File: config.mk
export PLATFORM = sky130hd
export DESIGN_NAME = imem_port_arbiter_flat
export DESIGN_NICKNAME = d
export VERILOG_FILES = /design/src/rtl/imem_port_arbiter_pkg.sv /design/src/rtl/imem_port_arbiter_if.sv /design/src/rtl/imem_port_arbiter_rr_arbiter.sv /design/src/rtl/imem_port_arbiter.sv /design/src/flat_wrapper.sv
export SDC_FILE = /design/constraint.sdc
export NUM_CORES = 1
export LEC_CHECK = 0
export BUFFER_PORTS_ARGS = -buffer_cell sky130_fd_sc_hd__clkbuf_2
export CORE_AREA = 5 5 138 140
export DETAILED_ROUTE_END_ITERATION = 6
export DIE_AREA = 0 0 143 145
export PLACE_DENSITY = 0.47
export SLEW_MARGIN = 10
export SYNTH_ARGS = -nofsm -noshare
export SYNTH_HDL_FRONTEND = slang
export SYNTH_SLANG_ARGS = --single-unit
File: constraint.sdc
create_clock -name clka -period 3.5 [get_ports clka]
set_input_delay 0.35 -clock clka [delete_from_list [all_inputs] [get_ports clka]]
set_output_delay 0.35 -clock clka [all_outputs]
set_load 0.02 [all_outputs]
File: src/rtl/imem_port_arbiter_pkg.sv
// Shared constants and types for the instruction/vector memory port arbiter.
// Replaces the old imem_defs.vh header: RAM geometry, default widths, tag layout.
package imem_port_arbiter_pkg;

    localparam int unsigned RAM_DEPTH  = 1024;
    localparam int unsigned DEF_ADDR_W = 10;
    localparam int unsigned DEF_DATA_W = 64;
    localparam int unsigned RID_W      = 3;

    typedef enum logic [0:0] {
        StUnlocked,
        StLocked
    } lock_state_e;

    typedef struct packed {
        logic             valid;
        logic [RID_W-1:0] id;
    } rd_tag_t;

endpackage

File: src/rtl/imem_port_arbiter_if.sv
// Requester-side and RAM-side signals of the shared block RAM port.
// The arbiter uses 'slave', requesters use 'master', the RAM uses 'mem'.
interface imem_port_arbiter_if #(
    parameter int unsigned NUM_REQ = 2,
    parameter int unsigned ADDR_W  = imem_port_arbiter_pkg::DEF_ADDR_W,
    parameter int unsigned DATA_W  = imem_port_arbiter_pkg::DEF_DATA_W
);
    import imem_port_arbiter_pkg::*;

    logic [NUM_REQ-1:0]        req;
    logic [NUM_REQ-1:0]        req_we;
    logic [NUM_REQ-1:0]        req_lock;
    logic [NUM_REQ*ADDR_W-1:0] req_addr;
    logic [NUM_REQ*DATA_W-1:0] req_wdata;
    logic [NUM_REQ-1:0]        gnt;
    logic                      rvalid;
    logic [RID_W-1:0]          rid;
    logic [DATA_W-1:0]         rdata;
    logic                      mem_wea;
    logic [ADDR_W-1:0]         mem_addra;
    logic [DATA_W-1:0]         mem_dina;
    logic [DATA_W-1:0]         mem_douta;

    modport master (
        output req, req_we, req_lock, req_addr, req_wdata,
        input  gnt, rvalid, rid, rdata
    );

    modport slave (
        input  req, req_we, req_lock, req_addr, req_wdata, mem_douta,
        output gnt, rvalid, rid, rdata, mem_wea, mem_addra, mem_dina
    );

    modport mem (
        input  mem_wea, mem_addra, mem_dina,
        output mem_douta
    );

endinterface

File: src/rtl/imem_port_arbiter_rr_arbiter.sv
// Round-robin picker: first eligible requester at or after ptr, wrapping.
// Eligible means requesting and not masked off by an active lock.
module imem_port_arbiter_rr_arbiter
    import imem_port_arbiter_pkg::*;
#(
    parameter int unsigned NUM_REQ = 2
) (
    input  logic [NUM_REQ-1:0] req,
    input  logic [NUM_REQ-1:0] mask,
    input  logic [RID_W-1:0]   ptr,
    output logic [NUM_REQ-1:0] gnt,
    output logic [RID_W-1:0]   idx
);

    logic [NUM_REQ-1:0] cand;
    logic               found;

    assign cand = req & mask;

    // Outer loop walks priority distance from ptr, so the first hit wins.
    always_comb begin
        gnt   = '0;
        idx   = '0;
        found = 1'b0;
        for (int unsigned k = 0; k < NUM_REQ; k++) begin
            for (int unsigned i = 0; i < NUM_REQ; i++) begin
                if (!found && cand[i] && (((i + NUM_REQ - 32'(ptr)) % NUM_REQ) == k)) begin
                    found  = 1'b1;
                    gnt[i] = 1'b1;
                    idx    = RID_W'(i);
                end
            end
        end
    end

endmodule

File: src/rtl/imem_port_arbiter.sv
// Shares the single block RAM port among NUM_REQ requesters with round-robin
// grant, optional burst lock and id-tagged read return after READ_LAT clocks.
module imem_port_arbiter
    import imem_port_arbiter_pkg::*;
#(
    parameter int unsigned NUM_REQ  = 2,
    parameter int unsigned ADDR_W   = DEF_ADDR_W,
    parameter int unsigned DATA_W   = DEF_DATA_W,
    parameter int unsigned READ_LAT = 1
) (
    input logic                clka,
    input logic                rst_n,
    imem_port_arbiter_if.slave bus
);

    lock_state_e        state_q, state_d;
    logic [RID_W-1:0]   owner_q, owner_d;
    logic [RID_W-1:0]   ptr_q, ptr_d;
    logic [RID_W-1:0]   win_idx;
    logic [NUM_REQ-1:0] mask, arb_gnt;
    logic               transfer, win_we, win_lock;
    rd_tag_t            tag_in;
    rd_tag_t            tag_q [READ_LAT];

    assign mask = (state_q == StLocked) ? (NUM_REQ'(1) << owner_q) : '1;

    imem_port_arbiter_rr_arbiter #(
        .NUM_REQ (NUM_REQ)
    ) u_rr (
        .req  (bus.req),
        .mask (mask),
        .ptr  (ptr_q),
        .gnt  (arb_gnt),
        .idx  (win_idx)
    );

    // Grant is forced off while reset is held, independent of the clock.
    assign bus.gnt  = rst_n ? arb_gnt : '0;
    assign transfer = |bus.gnt;

    always_comb begin
        win_we        = 1'b0;
        win_lock      = 1'b0;
        bus.mem_addra = '0;
        bus.mem_dina  = '0;
        for (int unsigned i = 0; i < NUM_REQ; i++) begin
            if (bus.gnt[i]) begin
                win_we        = bus.req_we[i];
                win_lock      = bus.req_lock[i];
                bus.mem_addra = bus.req_addr[i*ADDR_W +: ADDR_W];
                bus.mem_dina  = bus.req_wdata[i*DATA_W +: DATA_W];
            end
        end
        bus.mem_wea = win_we;
    end

    always_comb begin
        state_d = state_q;
        owner_d = owner_q;
        unique case (state_q)
            StUnlocked: begin
                if (transfer && win_lock) begin
                    state_d = StLocked;
                    owner_d = win_idx;
                end
            end
            StLocked: begin
                // Only the owner can be granted here, so any unlocked transfer ends the burst.
                if (transfer && !win_lock) begin
                    state_d = StUnlocked;
                end
            end
            default: state_d = StUnlocked;
        endcase
    end

    always_comb begin
        ptr_d = ptr_q;
        if (transfer) begin
            ptr_d = (win_idx == RID_W'(NUM_REQ - 1)) ? '0 : win_idx + RID_W'(1);
        end
        tag_in.valid = transfer & ~win_we;
        tag_in.id    = win_idx;
    end

    always_ff @(posedge clka or negedge rst_n) begin
        if (!rst_n) begin
            state_q <= StUnlocked;
            owner_q <= '0;
            ptr_q   <= '0;
            for (int unsigned i = 0; i < READ_LAT; i++) begin
                tag_q[i] <= '0;
            end
        end else begin
            state_q  <= state_d;
            owner_q  <= owner_d;
            ptr_q    <= ptr_d;
            tag_q[0] <= tag_in;
            for (int unsigned i = 1; i < READ_LAT; i++) begin
                tag_q[i] <= tag_q[i-1];
            end
        end
    end

    assign bus.rvalid = tag_q[READ_LAT-1].valid;
    assign bus.rid    = tag_q[READ_LAT-1].id;
    assign bus.rdata  = bus.mem_douta;

endmodule

File: src/flat_wrapper.sv
// flat-port wrapper written by rule: the top's interface ports become plain ports
module imem_port_arbiter_flat import imem_port_arbiter_pkg::*;
#(
    parameter int unsigned NUM_REQ  = 2,
    parameter int unsigned ADDR_W   = DEF_ADDR_W,
    parameter int unsigned DATA_W   = DEF_DATA_W,
    parameter int unsigned READ_LAT = 1
)
  (clka, rst_n, bus_req, bus_req_we, bus_req_lock, bus_req_addr, bus_req_wdata, bus_mem_douta, bus_gnt, bus_rvalid, bus_rid, bus_rdata, bus_mem_wea, bus_mem_addra, bus_mem_dina);
  imem_port_arbiter_if #(.NUM_REQ(NUM_REQ), .ADDR_W(ADDR_W), .DATA_W(DATA_W)) bus_i ();
  input logic clka;
  input logic rst_n;
  input wire logic [$bits(bus_i.req)-1:0] bus_req;
  input wire logic [$bits(bus_i.req_we)-1:0] bus_req_we;
  input wire logic [$bits(bus_i.req_lock)-1:0] bus_req_lock;
  input wire logic [$bits(bus_i.req_addr)-1:0] bus_req_addr;
  input wire logic [$bits(bus_i.req_wdata)-1:0] bus_req_wdata;
  input wire logic [$bits(bus_i.mem_douta)-1:0] bus_mem_douta;
  output wire logic [$bits(bus_i.gnt)-1:0] bus_gnt;
  output wire logic [$bits(bus_i.rvalid)-1:0] bus_rvalid;
  output wire logic [$bits(bus_i.rid)-1:0] bus_rid;
  output wire logic [$bits(bus_i.rdata)-1:0] bus_rdata;
  output wire logic [$bits(bus_i.mem_wea)-1:0] bus_mem_wea;
  output wire logic [$bits(bus_i.mem_addra)-1:0] bus_mem_addra;
  output wire logic [$bits(bus_i.mem_dina)-1:0] bus_mem_dina;
  assign bus_i.req = bus_req;
  assign bus_i.req_we = bus_req_we;
  assign bus_i.req_lock = bus_req_lock;
  assign bus_i.req_addr = bus_req_addr;
  assign bus_i.req_wdata = bus_req_wdata;
  assign bus_i.mem_douta = bus_mem_douta;
  assign bus_gnt = bus_i.gnt;
  assign bus_rvalid = bus_i.rvalid;
  assign bus_rid = bus_i.rid;
  assign bus_rdata = bus_i.rdata;
  assign bus_mem_wea = bus_i.mem_wea;
  assign bus_mem_addra = bus_i.mem_addra;
  assign bus_mem_dina = bus_i.mem_dina;
  imem_port_arbiter #(.NUM_REQ(NUM_REQ), .ADDR_W(ADDR_W), .DATA_W(DATA_W), .READ_LAT(READ_LAT)) u_core (.clka(clka), .rst_n(rst_n), .bus(bus_i));
endmodule
==> metrics.md, run 1 <==
| Metric | Value |
|---|---|
| Routed Antenna Nets | 0 |
| Commonest cells post-synth | a22o_1, buf_4, buf_2 |
| Pre-antenna DRT Iters | 4 |
| Htree depth | 1 |
| Count of standard-cell rows | ~50 |
| EDFF count, synth | 0 |
| First-pass GRT wire length | approximately 12,000 µm |
| RSZ-0062 raised after global routing | false |
| Drt wl/cell | 14.35 µm |
| Fmax | 0.3516 GHz |
| Detail Placement HPWL | between 6000 and 7000 µm |
| Worst min path class | input pin to flip-flop |
| Post-CTS Setup Repair Bufs | 0 |
| IO Count | 365 |
| Sequential cell area | about 130 µm² |
| Layout cell share with drive strength beyond 1 | a little over two thirds |
| Hold Violations, Final | 0 |
| Worst Skew | around 0.0018 ns |
| Remaining DRCs | 0 |
| Clock buffer depth | 2 |
| Fin area | ~2500 µm² |
| Run status | complete, no violations |
| Synth warnings | 0 |
| Die Wd | ~140 µm |
| Count leader, synth | a22o_1 |
| Crit Path Category | input pin to output pin |
| Worst Setup End Kind | output pin |
| Initial core utilization | 8.968% |
| Post-cts resize count | 0 |
| Mapped Area | between 1500 and 2000 µm² |
| Port Buf Inserts | around 230 |
| Worst Setup SP | rst_n |
| Worst vdd ir | 0.3619 mV |
| Period utilization | 81.26% |
| Core Area | between 15,000 and 20,000 µm² |
| # fillers | 2,027 |
| # setup viols final | 0 |
| Synth area leaders | a22o_1, buf_4, dfrtp_1 |
| Clk sinks | 5 |
| Sequential area share after synthesis | about 7.9% |
| Synth area leader | a22o_1 |
| Largest net degree at the start of global routing | roughly 70 |
| Multi-input logic area | a little over 800 µm² |
| Prevailing post-synth register cell | dfrtp_1 |
| Die Area | 20,740 µm² |
| TNS Setup | 0 ns |
| Clock Pin Slew Worst Setup and Hold Paths | 0.03 ns |
| Area Growth Syn to Fin | 60.00% |
| Vias in the first global route | between 2,000 and 2,500 |
| RePlAce Congestion | about 0.80 |
| Vias | between 2,000 and 2,500 |
| Distinct cells, synth | 28 |
| Clk Tree Root Cell | clkbuf_16 |
| FF+latch count, synth | 5 |
| Post-Route Utilization | between 10% and 20% |
| Worst Slack Setup Final | between 0.6 and 0.7 ns |
| Top-area cell type share of the netlist area | between 40% and 50% |
| Post-Synthesis Cells | 189 |
| CP Max Fanout | 66 |
| Post-Place Worst Slack | roughly 1.2 ns |
| TritonCTS clock tree | done |
| CP Launch Type | input pin |
| Initial antenna violation count | 0 |
| Hold Crit Start | bus_req[1] |
| Fraction of registers with async set/reset | 100.0% |
| Total Wirelength | just over 8000 µm |
| Cell area power density | roughly 470 nW/µm² |
| Vias/cell | around 3.6 |
| Pins Over Slew Limit | 0 |
| First-iteration detailed-routing DRC count | 52 |
| Worst EP required | approximately 3.2 ns |
| CTS Buf Count | 3 |
| Critical path data arrival time | between 2 and 2.5 ns |
| Cell Area, Placed | 2454 µm² |
| Tot GR Track Use | 7.068% |
| Total Nets Final | 570 |
| Vert. Die Dim | between 100 and 150 µm |
| Syn Area/Cell | 8.408 µm² |
| Max-cap violations | 0 |
| Congestion Overflow GR | 0 |
| Tmin final | about 2.8 ns |
| Leakage | ~1.5 nW |
| Clock latency on the worst-skew pair | ~0.23 ns |
| Ant diodes | 0 |
-- per-stage QoR --
step	hold slack [ns]	total power, W	cells
finish	0.4229	0.001191	578
global route	0.4297	0.001272	578
CTS	0.4148	0.001206	578
detailed placement	0.1881	0.001014	573
global placement	0.1877	0.001022	573
floorplan	0.05441	0.0008178	190
-- metal layers --
| metal | routed length, µm | GRT usage (%) | share of wire, % |
|---|---|---|---|
| met1 | 2765 | 7.045 | 33 |
| met2 | 4249 | 13.89 | 51 |
| met3 | 1189 | 2.303 | 14 |
| met4 | 89 | 1.616 | 1.1 |
| met5 | 0 | 0 | 0 |
-- report_power, final --
| part | switching (W) | internal [W] |
|---|---|---|
| combinational | 0.000540 | 0.000355 |
| clock | 0.0000349 | 0.000151 |
| sequential | 0.0000261 | 0.0000840 |
-- cells by family after synthesis --
| kind of cell | Yosys count | share of synthesized area, % |
|---|---|---|
| buf+inv | 86 | 41.02 |
| compound gates | 80 | 43.23 |
| simple gates | 17 | 7.639 |
| flops | 5 | 7.874 |
| other cells | 1 | 0.2360 |
-- final cells by class --
cell class,instances,share of cell area (%)
Inverter,4,0.5906
Tap cell,229,11.27
Timing Repair Buffer,237,48.03
Clock buffer,4,3.100
Sequential cell,5,4.921
Multi-Input combinational cell,99,32.09
-- worst paths after layout --
path / to / slack [ns] / depth (start not counted)
worst min register to register: u_core.owner_q[0]$_DFFE_PN0P_ / 0.56 / 1
worst max register to register: u_core.ptr_q[0]$_DFFE_PN0P_ / 2.05 / 4
min in group asynchronous: u_core.bus.rvalid$_DFF_PN0_ / 0.50 / 2
worst min-delay path: u_core.bus.rid[0]$_DFF_PN0_ / 0.42 / 2
max in group asynchronous: u_core.owner_q[0]$_DFFE_PN0P_ / 2.84 / 2
worst max-delay path: bus_mem_dina[14] / 0.66 / 8
-- placed cells by master, fill, tap and decap left out --
| cell | n |
|---|---|
| and4b_1 | 1 |
| or3_4 | 1 |
| dfrtp_1 | 5 |
| a211oi_1 | 1 |
| nand2_1 | 4 |
| inv_2 | 2 |
| o21ai_0 | 2 |
| and2_1 | 1 |
| buf_12 | 2 |
| a22o_1 | 74 |
| nand4b_1 | 1 |
| a21oi_1 | 1 |
| nand4_1 | 1 |
| a31oi_1 | 1 |
| nor2b_1 | 1 |
| conb_1 | 2 |
| and3b_1 | 1 |
| clkbuf_2 | 234 |
| a32o_1 | 1 |
| nor4b_1 | 1 |
| nor4_1 | 1 |
| inv_1 | 2 |
| nand3b_1 | 1 |
| or2_2 | 1 |
| nor3b_1 | 1 |
| clkbuf_16 | 3 |
| dlygate4sd3_1 | 1 |
| clkbuf_1 | 1 |
| nor3b_2 | 1 |
-- repair_timing --
action / 4_1_cts / 5_1_grt
setup endpoints to repair: 0 / 0
hold buffers: 1 / 0
hold endpoints to repair: 5 / 0
-- worst max-delay path: stages --
cell and delay, ns:
dlygate4sd3_1 0.53, clkbuf_2 0.20, nand2_1 0.13, or3_4 0.40
inv_2 0.19, buf_12 0.31, a22o_1 0.19, clkbuf_2 0.17
(Power assumes the default switching activity.)
==> run 2, diff against run 1 <==
--- a/config.mk
+++ b/config.mk
@@ -6,10 +6,10 @@
 export NUM_CORES = 1
 export LEC_CHECK = 0
 export BUFFER_PORTS_ARGS = -buffer_cell sky130_fd_sc_hd__clkbuf_2
-export CORE_AREA = 5 5 138 140
+export CORE_AREA = 5 5 140 142
 export DETAILED_ROUTE_END_ITERATION = 6
-export DIE_AREA = 0 0 143 145
-export PLACE_DENSITY = 0.47
+export DIE_AREA = 0 0 145 147
+export PLACE_DENSITY = 0.46
 export SLEW_MARGIN = 10
 export SYNTH_ARGS = -nofsm -noshare
 export SYNTH_HDL_FRONTEND = slang
==> constraint.sdc (replaced) <==
create_clock -name clka -period 2.85 [get_ports clka]
set_input_delay 0.285 -clock clka [delete_from_list [all_inputs] [get_ports clka]]
set_output_delay 0.285 -clock clka [all_outputs]
set_load 0.02 [all_outputs]
==> run 2 against run 1 <==
  * Non-clock buffer count rose by 2
  * Flip-flop and latch count did not move
  * Sequential power increased by 22%
  * Worst setup slack got worse by 0.45 ns
  * Critical path depth unchanged
  * Utilization down 0.46 points
  * Clock-buffer cell count is the same
  * Register-to-register slack got worse by 0.84 ns
  * Final cell count rose by 1.2%
  * Total power rose by 23%
  * Critical endpoint is now bus_mem_dina[0]
  * Highest routed layer is now met3
==> metrics.md, run 2 (synthesis gave the netlist of run 1 again) <==
| Metric | Value |
|---|---|
| Run status | complete, no violations |
| Htree depth | 1 |
| IO Count | approximately 370 |
| Fmax | roughly 0.38 GHz |
| CP Max Fanout | 47 |
| Vias in the first global route | between 1,500 and 2,000 |
| Worst R2R Path Depth | 5 |
| Area Growth Syn to Fin | 60.24% |
| Largest net degree at the start of global routing | 55 |
| Sequential power share | under 10% |
| Routed Antenna Nets | 0 |
| Die Area | 21,320 µm² |
| First-pass GRT wire length | 11,710 µm |
| CTS Buf Count | 3 |
| Initial core utilization | under 10% |
| Congestion Overflow GR | 0 |
| Max-cap violations | 0 |
| Commonest non-fill, non-tap cell in the layout | clkbuf_2 |
| Cell area power density | ~570 nW/µm² |
| Clock buffer depth | 2 |
| Leakage | approximately 1.5 nW |
| P_sw | roughly 0.00074 W |
| Initial antenna violation count | 0 |
| Worst vdd ir | between 0.4 and 0.5 mV |
| TNS Setup | 0 ns |
| Detail Placement HPWL | approximately 7000 µm |
| Hold Crit Start | bus_req[1] |
| Port Buf Inserts | around 230 |
| Worst hold endpoint | u_core.bus.rid[0]$_DFF_PN0_ |
| Gate power share | 75.3% |
| Sw Share | between 50% and 60% |
| Vert. Die Dim | ~150 µm |
| Pre-antenna DRT Iters | 4 |
| Clock latency on the worst-skew pair | approximately 0.22 ns |
| Worst EP required | ~2.6 ns |
| Worst Skew | roughly 0.0015 ns |
| Core Area | around 18,000 µm² |
| RePlAce Congestion | between 0.8 and 0.9 |
| Most frequent cells in the layout | clkbuf_2, a22o_1, dfrtp_1 |
| Hold Crit Depth | 2 |
| Hold Violations, Final | 0 |
| # setup viols final | 0 |
| Die Wd | 145 µm |
| Vias | 2,026 |
| RSZ-0062 raised after global routing | false |
| Vias/cell | 3.463 |
| Count of standard-cell rows | 50 |
| Layout cell share with drive strength beyond 1 | approximately 70% |
| Post-Place Worst Slack | roughly 0.58 ns |
| Post-CTS Setup Repair Bufs | 0 |
| First-iteration detailed-routing DRC count | 85 |
| Worst min path class | input pin to flip-flop |
| Remaining DRCs | 0 |
| Internal power | a little over 0.0007 W |
| Ant diodes | 0 |
| R2R setup slack | around 1.2 ns |
| Tmin final | between 2 and 3 ns |
| Total Nets Final | approximately 570 |
| TritonCTS clock tree | done |
| Crit Path Category | input pin to output pin |
| CP Launch Type | input pin |
| WHS | around 0.37 ns |
| Period utilization | slightly above 90% |
| Clk sinks | 5 |
| Total power | about 0.0015 W |
| Clock Pin Slew Worst Setup and Hold Paths | about 0.03 ns |
| Clk Tree Root Cell | clkbuf_16 |
| Total Wirelength | 8134 µm |
| Drt wl/cell | between 10 and 15 µm |
| RR Endpoint | u_core.ptr_q[0]$_DFFE_PN0P_ |
| Post-Route Utilization | 13.89% |
| Tot GR Track Use | about 6.5% |
| Clock network power share | about 16% |
| Critical path data arrival time | around 2.4 ns |
| Pins Over Slew Limit | 0 |
| Worst Setup End Kind | output pin |
| Worst Slack Setup Final | roughly 0.20 ns |
[run 2: worst max-delay path by stage]
| stage | from | endpoint | slack [ns] | cells past startpoint |
|---|---|---|---|---|
| after detailed placement | rst_n | bus_mem_dina[0] | 0.58 | 7 |
| after global placement | rst_n | bus_mem_dina[0] | 0.58 | 7 |
| after global routing | rst_n | bus_mem_dina[0] | 0.009 | 8 |
| after CTS | rst_n | bus_mem_dina[0] | 0.03 | 8 |
| final | rst_n | bus_mem_dina[0] | 0.20 | 8 |
| after floorplan | flip-flop | bus_mem_addra[1] | 1.08 | 5 |
[run 2: timing repair]
action	CTS	global route
hold buffers	1	0
hold endpoints to repair	5	0
endpoints found under the setup margin	0	52
resized for setup	0	2
[run 2: per-stage QoR]
stage                     cells  area [µm²]
final                       585        2546
after global routing        585        2546
after CTS                   585        2539
after detailed placement    580        2450
after global placement      580        2450
after floorplan             190        1593
[run 2: cell type report]
class | instances | area, µm²
fillers | 2103 | 15780
well taps | 234 | 292.8
repair buffers | 239 | 1219
inverters | 4 | 15.01
clock buffers | 4 | 78.83
flip-flops and latches | 5 | 125.1
multi-input cells | 99 | 815.8
[run 2: per-layer routing]
layer | GRT usage, % | routed length (µm) | vias to the layer above | part of all wire (%)
met2 | 11.14 | 3918 | 124 | 48
met1 | 8.349 | 3387 | 925 | 42
met5 | 0 | 0 | - | 0
met4 | 0.6121 | 0 | 0 | 0
met3 | 2.190 | 828 | 0 | 10
li1 | - | - | 977 | -
[run 2: critical path, cell delays in order]
cell,delay (ns)
dlygate4sd3_1,0.52
clkbuf_2,0.20
nand2_1,0.12
or3_4,0.39
inv_2,0.07
buf_6,0.30
a22o_1,0.24
clkbuf_2,0.20
[run 2: power groups by stage]
stage	combinational, W	sequential (W)	clock, W
2_1_floorplan	0.000865	0.000139	0
3_3_place_gp	0.00112	0.000134	0
3_5_place_dp	0.00111	0.000133	0
4_1_cts	0.00111	0.000133	0.000233
5_1_grt	0.00119	0.000138	0.000239
6_report	0.00110	0.000134	0.000228
==> run 3, diff against run 2 <==
--- a/config.mk
+++ b/config.mk
@@ -6,10 +6,10 @@
 export NUM_CORES = 1
 export LEC_CHECK = 0
 export BUFFER_PORTS_ARGS = -buffer_cell sky130_fd_sc_hd__clkbuf_2
-export CORE_AREA = 5 5 140 142
+export CORE_AREA = 5 5 138 140
 export DETAILED_ROUTE_END_ITERATION = 6
-export DIE_AREA = 0 0 145 147
-export PLACE_DENSITY = 0.46
+export DIE_AREA = 0 0 143 145
+export PLACE_DENSITY = 0.48
 export SLEW_MARGIN = 10
 export SYNTH_ARGS = -nofsm -noshare
 export SYNTH_HDL_FRONTEND = slang
==> constraint.sdc (replaced) <==
create_clock -name clka -period 2.4 [get_ports clka]
set_input_delay 0.24 -clock clka [delete_from_list [all_inputs] [get_ports clka]]
set_output_delay 0.24 -clock clka [all_outputs]
set_load 0.02 [all_outputs]
==> run 3 against run 2 <==
  * Combinational power rose by 19%
  * Sequential power rose by 16%
  * Critical path depth fell by 2
==> metrics.md, run 3 (synthesis gave the netlist of run 1 again) <==
| Metric | Value |
|---|---|
| Crit Path Category | flip-flop to output pin |
| Sequential power share | a little under 9% |
| Cell area power density | 683.8 nW/µm² |
| CP top delay family | simple AND/OR/NAND/NOR gates |
| Count of standard-cell rows | ~50 |
| Pre-antenna DRT Iters | 4 |
| Clock latency on the worst-skew pair | approximately 0.23 ns |
| Largest net degree at the start of global routing | slightly below 80 |
| Gate power share | between 70 and 80% |
| WHS | around 0.30 ns |
| Worst EP required | about 2.2 ns |
| Internal power | between 0.0008 and 0.0009 W |
| Initial antenna violation count | 0 |
| Max-cap violations | 0 |
| CP Launch Type | flip-flop |
| Clock network power share | between 10% and 20% |
| CTS Hold Bufs | 1 |
| Congestion Overflow GR | 0 |
| Placed cell count | about 570 |
| Largest stage delay on the critical path | 0.41 ns |
| Run status | complete, no violations |
| Non-Filler Instances | 579 |
| Tot GR Track Use | under 10% |
| Worst R2R Path Depth | 5 |
| Layout cell share with drive strength beyond 1 | between 70% and 80% |
| Post-CTS Setup Repair Bufs | 0 |
| CP Buf/Inv Count | 3 |
| Clock buffer depth | 2 |
| Clk Tree Root Cell | clkbuf_16 |
| Critical path data arrival time | 1.99 ns |
| Worst Skew | 0.002483 ns |
| Vert. Die Dim | about 150 µm |
| Crit path cell chain | nor2b_1 > or3_4 > inv_2 > buf_12 > a22o_1 > clkbuf_2 |
| Total Wirelength | a little under 9000 µm |
| # fillers | just over 2,000 |
| RePlAce Congestion | approximately 0.89 |
| RSZ-0062 raised after global routing | false |
| First-pass GRT wire length | roughly 12,000 µm |
| Die Area | between 20,000 and 25,000 µm² |
| Area Growth Syn to Fin | 60.47% |
| TNS Setup | 0 ns |
| Drt wl/cell | around 15 µm |
| Post-cts resize count | 0 |
| Ant diodes | 0 |
| CP max stage cell | dfrtp_1 |
| Core Area | ~18,000 µm² |
| Tmin final | 2.228 ns |
| CTS Buf Count | 3 |
| Routed Antenna Nets | 0 |
| Cell depth of the worst setup path | 6 |
| Worst vdd ir | about 0.58 mV |
| Port Buf Inserts | approximately 230 |
| Vias/cell | between 3 and 4 |
| Initial core utilization | between 8 and 9% |
| Hold Violations, Final | 0 |
| Hold Crit Depth | 2 |
| Commonest non-fill, non-tap cell in the layout | clkbuf_2 |
| Total Nets Final | 571 |
| Period utilization | 92.85% |
| Sw Share | 50.38% |
| Worst Setup End Kind | output pin |
| P_sw | between 0.0008 and 0.0009 W |
| Vias | 2,112 |
| Remaining DRCs | 0 |
| # setup viols final | 0 |
| Clock Pin Slew Worst Setup and Hold Paths | roughly 0.030 ns |
| Pins Over Slew Limit | 0 |
| Fmax | around 0.45 GHz |
| Die Wd | 143 µm |
| TritonCTS clock tree | done |
| Most frequent cells in the layout | clkbuf_2, a22o_1, dfrtp_1 |
| Htree depth | 1 |
| CP Max Fanout | between 70 and 80 |
| Detail Placement HPWL | about 7500 µm |
| Worst min path class | input pin to flip-flop |
| First-iteration detailed-routing DRC count | 80 |
| Clk sinks | 5 |
| Vias in the first global route | around 2,100 |
| Leakage | between 1 and 1.5 nW |
| IO Count | about 370 |
run 3: cell types whose count changed in the layout (fill, tap and decap cells not counted), sizes merged:
cell,before,now
buf,4,3
run 3: worst paths after layout:
check                                                end                          start  slack [ns]
max                                     bus_mem_dina[54]                      flip-flop        0.17
min                        u_core.owner_q[0]$_DFFE_PN0P_                bus_req_lock[1]        0.30
max reg2reg                  u_core.ptr_q[0]$_DFFE_PN0P_                      flip-flop        0.82
min reg2reg                u_core.owner_q[0]$_DFFE_PN0P_  u_core.owner_q[0]$_DFFE_PN0P_        0.55
max in group asynchronous  u_core.owner_q[0]$_DFFE_PN0P_                          rst_n        1.77
min in group asynchronous    u_core.bus.rid[0]$_DFF_PN0_                          rst_n        0.43
run 3: metal layers:
metal	GRT usage (%)	vias up	routed length, µm
met1	8.217	956	3140
met3	2.139	28	1156
met5	0	-	0
met2	13.30	154	4219
li1	-	974	-
met4	2.376	0	174
run 3: power by group through the flow:
stage               sequential [W]  clock (W)  combinational [W]
floorplan                 0.000165          0            0.00103
global placement          0.000157          0            0.00133
detailed placement        0.000157          0            0.00132
CTS                       0.000156   0.000283            0.00133
global route              0.000160   0.000286            0.00141
finish                    0.000156   0.000276            0.00131
run 3: through the flow:
stage / utilization, % / worst slack (ns) / power [W] / area [µm²]
final: 14.39 / 0.1717 / 0.001744 / 2550
after global routing: 14.39 / 0.09581 / 0.001852 / 2550
after CTS: 14.39 / 0.1764 / 0.001765 / 2550
after detailed placement: 13.89 / 0.3990 / 0.001477 / 2461
after global placement: 13.89 / 0.4047 / 0.001486 / 2461
after floorplan: - / 0.6719 / 0.001193 / 1593
run 3: layout make-up:
type	instances	area [µm²]	share of cell area, %
repair buffers	238	1229	48.18
multi-input cells	99	815.8	31.99
inverters	4	15.01	0.5888
clock buffers	4	78.83	3.091
flip-flops and latches	5	125.1	4.907
well taps	229	286.5	11.24
